`src/rtl/uart_word_assembler.sv`:
```
// uart_word_assembler: packs bytes from the UART receiver into fixed-size words.
// The first byte received lands in the MSBs. Finished words are offered on a
// valid/ready port. A partial word is dropped if the line goes idle too long.
module uart_word_assembler #(
    parameter int unsigned CLOCK_RATE     = 10_000_000,
    parameter int unsigned BAUD_RATE      = 115_200,
    parameter int unsigned BYTES_PER_WORD = 4,
    parameter int unsigned TIMEOUT_BYTES  = 2
) (
    input  logic                          clk,
    input  logic                          reset,
    input  logic [7:0]                    data,
    input  logic                          dataIsValid,
    output logic [8*BYTES_PER_WORD-1:0]   word,
    output logic                          wordIsValid,
    input  logic                          wordReady,
    output logic                          overflow,
    output logic                          timeout
);

    localparam int unsigned WORD_W = 8 * BYTES_PER_WORD;
    // Only the bytes that precede the final one need to be stored.
    localparam int unsigned SR_W   = WORD_W - 8;
    localparam int unsigned COUNT_W = (BYTES_PER_WORD > 2) ? $clog2(BYTES_PER_WORD) : 1;
    // Idle limit is a whole number of 10-bit frames at the line rate.
    localparam int unsigned TIMEOUT_CYCLES =
        32'((64'(TIMEOUT_BYTES) * 64'd10 * 64'(CLOCK_RATE)) / 64'(BAUD_RATE));
    localparam int unsigned IDLE_W = (TIMEOUT_CYCLES > 2) ? $clog2(TIMEOUT_CYCLES) : 1;

    localparam logic [COUNT_W-1:0] LAST_COUNT   = COUNT_W'(BYTES_PER_WORD - 1);
    localparam logic [IDLE_W-1:0]  TIMEOUT_LAST = IDLE_W'(TIMEOUT_CYCLES - 1);

    typedef enum logic [0:0] {
        IDLE,
        COLLECT
    } stateType;

    stateType           state;
    logic               prevValid;
    logic [SR_W-1:0]    sr;
    logic [COUNT_W-1:0] count;
    logic [IDLE_W-1:0]  idleCount;
    logic               capture;

    // A byte is taken only on the rising edge of dataIsValid.
    assign capture = dataIsValid && !prevValid;

    // Assembly FSM, idle timer and output register.
    always_ff @(posedge clk or posedge reset) begin
        if (reset) begin
            state       <= IDLE;
            prevValid   <= 1'b1;
            sr          <= '0;
            count       <= '0;
            idleCount   <= '0;
            word        <= '0;
            wordIsValid <= 1'b0;
            overflow    <= 1'b0;
            timeout     <= 1'b0;
        end else begin
            prevValid <= dataIsValid;
            overflow  <= 1'b0;
            timeout   <= 1'b0;

            if (wordIsValid && wordReady) begin
                wordIsValid <= 1'b0;
            end

            case (state)
                IDLE: begin
                    count     <= '0;
                    idleCount <= '0;
                    if (capture) begin
                        sr    <= SR_W'(data);
                        count <= COUNT_W'(1);
                        state <= COLLECT;
                    end
                end

                COLLECT: begin
                    if (capture) begin
                        idleCount <= '0;
                        if (count == LAST_COUNT) begin
                            count <= '0;
                            sr    <= '0;
                            state <= IDLE;
                            // Load if the slot is empty or being freed this cycle.
                            if (!wordIsValid || wordReady) begin
                                word        <= {sr, data};
                                wordIsValid <= 1'b1;
                            end else begin
                                overflow <= 1'b1;
                            end
                        end else begin
                            sr    <= SR_W'({sr, data});
                            count <= count + COUNT_W'(1);
                        end
                    end else if (idleCount == TIMEOUT_LAST) begin
                        timeout   <= 1'b1;
                        idleCount <= '0;
                        count     <= '0;
                        sr        <= '0;
                        state     <= IDLE;
                    end else begin
                        idleCount <= idleCount + IDLE_W'(1);
                    end
                end

                default: begin
                    state <= IDLE;
                end
            endcase
        end
    end

endmodule
```
`config.mk`:
```
export PLATFORM = sky130hd
export DESIGN_NAME = uart_word_assembler
export DESIGN_NICKNAME = d
export VERILOG_FILES = /design/src/rtl/uart_word_assembler.sv
export SDC_FILE = /design/constraint.sdc
export NUM_CORES = 1
export LEC_CHECK = 0
export BUFFER_PORTS_ARGS = -buffer_cell sky130_fd_sc_hd__buf_4
export CAP_MARGIN = 25
export CELL_PAD_IN_SITES_DETAIL_PLACEMENT = 0
export CELL_PAD_IN_SITES_GLOBAL_PLACEMENT = 1
export CORE_MARGIN = 1
export CORE_UTILIZATION = 31
export CTS_BUF_LIST = sky130_fd_sc_hd__clkbuf_4 sky130_fd_sc_hd__clkbuf_8
export DETAILED_ROUTE_END_ITERATION = 12
export GPL_TIMING_DRIVEN = 0
export PLACE_DENSITY = 0.61
export SETUP_SLACK_MARGIN = 0.02
export SYNTH_ARGS = -nofsm -noshare
export SYNTH_HDL_FRONTEND = slang
export SYNTH_SLANG_ARGS = --single-unit
```
`constraint.sdc`:
```
create_clock -name clk -period 3.25 [get_ports clk]
set_input_delay 0.65 -clock clk [delete_from_list [all_inputs] [get_ports clk]]
set_output_delay 0.65 -clock clk [all_outputs]
set_load 0.02 [all_outputs]
```
; ---- After elaboration in Yosys (flattened, before gate mapping)
; Index checks and enable logic that the tools add are counted.
[totals]
reg_bits = 74
input_bits = 12
output_inout_bits = 35
[classes]
addsub = 2
eq_ne = 4
n_mux = 30
n_bitwise = 1
reduce_logical = 7
[ops]
columns = op, count
row1 = 2-to-1 mux 24 bit, 4
row2 = one-hot mux 24 bit (2 select lines), 1
row3 = 2-to-1 mux 11 bit, 2
row4 = one-hot mux 11 bit (2 select lines), 1
row5 = 2-to-1 mux 1 bit, 17
row6 = "adder 11 x 1 -> 11 bit, second input constant", 1
row7 = "equality test 11 bit, second input constant", 1
row8 = 2-to-1 mux 2 bit, 3
row9 = one-hot mux 2 bit (2 select lines), 1
row10 = AND reduction 4 bit, 1
row11 = "!= test 3 x 1 -> 1 bit, second input constant", 1
row12 = "adder 2 x 1 -> 2 bit, second input constant", 1
row13 = "equality test 2 bit, second input constant", 1
row14 = logical AND 1 bit, 2
row15 = zero test 1 bit, 2
row16 = "!= test 2 bit, second input constant", 1
row17 = one-hot mux 1 bit (2 select lines), 1
row18 = AND reduction 2 bit, 1
row19 = logical OR 1 bit, 1
row20 = inverter 1 bit, 1

; ---- Logic depth before layout (Yosys ltp)
[depth]
depth_word = 6
ltp_mapped = 6
depth_no_buf = 4

; ---- Least setup slack after synthesis
; Ideal clock, no wire load.
[synth_path]
path_kind = input-to-reg
startpoint = input wordReady
endpoint = register word[0]
setup_time_ns = 0.128
arrival_time_ns = 1.523
required_ns = 3.122
path_slack_ns = 1.600
cell_stages = 5
cell_sequence = nand2b_1 -> nor2b_1 -> buf_2 -> buf_4 -> mux2_1
[synth_between]
elab_chain_cells = 2
[synth_rtl]
columns = element, line
row1 = "start, declared", 16  ; input logic wordReady,
row2 = logical OR 1 bit, 88  ; if (!wordIsValid || wordReady) begin
row3 = AND reduction 4 bit (no line), -
row4 = "end signal, assigned", 89  ; word <= {sr, data};
row5 = "end, declared", 14  ; output logic [8*BYTES_PER_WORD-1:0] word,
; Every way passes these cells.
; A chain may end at the register's enable or synchronous reset.

; ---- Worst setup path after layout
[layout_path]
startpoint = register count[0]
endpoint = register word[0]
[layout_between]
elab_chain_cells = 2
[layout_rtl]
columns = element, line
row1 = "start, declared", 41  ; logic [COUNT_W-1:0] count;
row2 = "start signal, assigned", 96  ; count <= count + COUNT_W'(1);
row3 = equality test 2 bit, 83  ; if (count == LAST_COUNT) begin
row4 = AND reduction 4 bit (no line), -
; Every way passes these cells.

==> impl_metrics.yaml <==
timing:
  hold_viol: 0
  setup_tns_ns: 0
  rsz0062_at_grt: "no"
  hold_ws_ns: 0.217
  finalMaxSlewViolations: 0
  skew_ns: 0.00970
  min_period_ns: 1.80
  worst_pin_slew_ns: 0.849
  fmax_mhz: 555
  slew_headroom_pct: 43.4
  setup-violations-final: 0
  post-route-period-util_pct: 55.5
logic_synthesis:
  synthMuxAreaShare_pct: 12.2
  seq_area_frac_synth_pct: 62.8
  synth_common_cells: "dfrtp_1, mux2_1, a22o_1"
  async_flop_share_pct: 100
  synth_warnings: 0
  synthSimpleGateAreaFrac_pct: 7.98
  synthXorXnorAreaFrac_pct: 0.891
  ys_ff_latch: 74
  netlist_area_um2: 2950
  synth_top_area_share_pct: 61.9
  syn-num-nets: 218
  synthCells: 204
  synth_top_family_by_area: "compound AO/OA/AOI/OAI gates"
  avgSynthCellArea_um2: 14.5
  synthTopCellsByArea: "dfrtp_1, mux2_1, a22o_1"
  synth_area_leader_cell: "dfrtp_1"
  synthAdderAreaFrac_pct: 0.849
  synth_cell_types: 38
  synth_most_common_cell: "dfrtp_1"
  synth-compound-area-share_pct: 12.3
  synthFlopType: "dfrtp_1"
  synth-edff-count: 0
critical_path:
  r2r_start: "count[0]$_DFFE_PP0P_"
  ff2ff_path_depth: 6
  r2r_setup_slack_ns: 1.45
  cp_max_fo: 10
  endpoint_kind: "register"
  worstPathCellList: "ha_1 -> nand4b_1 -> nor2b_1 -> buf_2 -> buf_4 -> mux2_1"
  cp_data_arrival_time_ns: 2.04
  max_stage_delay_ns: 0.39
  r2r-end: "word[0]$_DFFE_PP0P_"
  worst_path_max_delay_cell: "dfrtp_1"
  cp.required_ns: 3.49
  path_class: "reg2reg"
  start_kind: "register"
grt:
  grtUsageTotal_pct: 12.9
  grt_pass1_vias: 1804
  grt_pass1_wl_um: 9780
  grt_overflow: 0
  antenna_found_initial: 0
  grt_max_degree: 63
placement:
  hpwl_um: 4010
  port_buffers: 46
  gp_congestion: 0.710
floorplanning:
  initial_core_util_pct: 31.9
  rows: 35
  die_height_um: 99.5
  die_w_um: 99.5
  die-area_um2: 9910
  ios: 47
  core_um2: 9240
clock_network:
  ctsResizeCount: 0
  root_buffer: "clkbuf_8"
  cts-htree-levels: 3
  clk_latency_ns: 0.35
  numCtsBuffers: 9
  cts_sinks: 74
  cts.clk_slew.worst_paths_ns: 0.08
  post_cts_buffers: 0
  ctsLongestPathBuffers: 2
  cts_tree: "yes"
  postCtsHoldBufs: 0
drt:
  vias: 1832
  viasPerCell: 4.63
  wl_um: 5830
  drc: 0
  first_pass_iters: 4
  ant_nets: 0
  first_iter_violations: 45
  wl_per_cell_um: 14.7
finish:
  area_delta_synth_final_pct: 26.6
  antennaDiodeCount: 0
  fill_cells: 900
  drive_gt1_share_pct: 35.6
  nNetsFinal: 276
  utilization_pct: 40.4
worst_hold_path:
  hp-class: "in2async"
flow_run:
  cap_violations: 0
power:
  p_per_area_nw_per_um2: 605
  p_leak_nw: 1.84
  max-vdd-ir-drop_v: 0.000254
  power_mw: 2.26
outcome:
  status: "complete, no violations"
sequential cells by signal, summed over array words and instances (netlist names):
register	flops
count	2
idleCount	11
overflow	1
prevValid	1
sr	24
state	1
timeout	1
word	32
wordIsValid	1
power by group:
group | switching, mW | internal [mW] | leakage [nW]
combinational | 0.148 | 0.138 | 0.721
sequential | 0.0651 | 1.01 | 0.998
clock | 0.377 | 0.518 | 0.124
total | 0.590 | 1.67 | 1.84
worst max path at each step:
| stage | startpoint | end | slack, ns | depth (start not counted) |
|---|---|---|---|---|
| floorplan | reset | count[0]$_DFFE_PP0P_ | 0.72 | 1 |
| global placement | reset | word[3]$_DFFE_PP0P_ | -0.31 | 2 |
| detailed placement | dataIsValid | word[2]$_DFFE_PP0P_ | 1.30 | 6 |
| CTS | count[0]$_DFFE_PP0P_ | word[0]$_DFFE_PP0P_ | 1.39 | 6 |
| global route | count[0]$_DFFE_PP0P_ | word[1]$_DFFE_PP0P_ | 1.27 | 6 |
| finish | count[0]$_DFFE_PP0P_ | word[0]$_DFFE_PP0P_ | 1.45 | 6 |
stage by stage:
step	cells	setup WS, ns	area (um2)
5_1_grt	396	1.27	3730
3_5_place_dp	380	1.30	3490
3_3_place_gp	379	-0.308	3460
2_1_floorplan	204	0.720	2950
6_report	396	1.45	3730
4_1_cts	396	1.39	3730
cells by family (layout without fill, tap and decap cells):
logic type      after synthesis  in the layout
xor+xnor                      3              3
fa+ha+maj                     2              2
flops                        74             74
compound gates               43             43
buf+inv                      13             76
simple gates                 37             37
mux                          32             32
critical path: cells and delay by family (launching register included):
family	cells	cell delay [ns]
adder cells (fa/ha/maj)	1	0.25
buffers and inverters	2	0.39
flip-flops	1	0.39
multiplexers	1	0.34
AND/OR/NAND/NOR	2	0.31
area by class of cell:
class,instances,area [um2],share of cell area [%]
multi-input combinational,117,1010,27.1
timing repair buffer,47,373,9.98
inverter,4,17.5,0.469
buffer,9,70.1,1.88
clock buffer,9,124,3.32
tap,129,161,4.32
sequential,74,1850,49.6
clock inverter,7,125,3.35
cell usage in the layout (no fill, tap or decap), drive strengths merged:
cell | Yosys | layout
nand4 | 3 | 3
and4 | 1 | 1
and2b | 1 | 1
clkinv | 0 | 2
dfstp | 1 | 1
xnor2 | 1 | 1
buf | 9 | 56
o21bai | 1 | 1
o31ai | 2 | 2
or4 | 2 | 2
inv | 4 | 6
o21ai | 7 | 7
nor3 | 1 | 1
mux2 | 32 | 32
and3 | 2 | 2
xor2 | 2 | 2
nand3 | 6 | 6
nor2b | 1 | 1
nand2b | 2 | 2
nand4b | 1 | 1
and4bb | 1 | 1
or3 | 4 | 4
a22o | 24 | 24
dfrtp | 73 | 73
nor2 | 7 | 7
nand2 | 5 | 5
a311o | 1 | 1
a41oi | 1 | 1
a21oi | 7 | 7
ha | 2 | 2
clkbuf | 0 | 9
bufinv | 0 | 3
per-layer routing:
metal | GRT usage (%) | share of wire [%] | vias up
li1 | - | - | 869
met1 | 19.3 | 53 | 919
met2 | 17.2 | 41 | 35
met3 | 2.95 | 3.2 | 9
met4 | 6.79 | 1.8 | 0
met5 | 0 | 0 | -
Power figures use the tool's default switching activity.
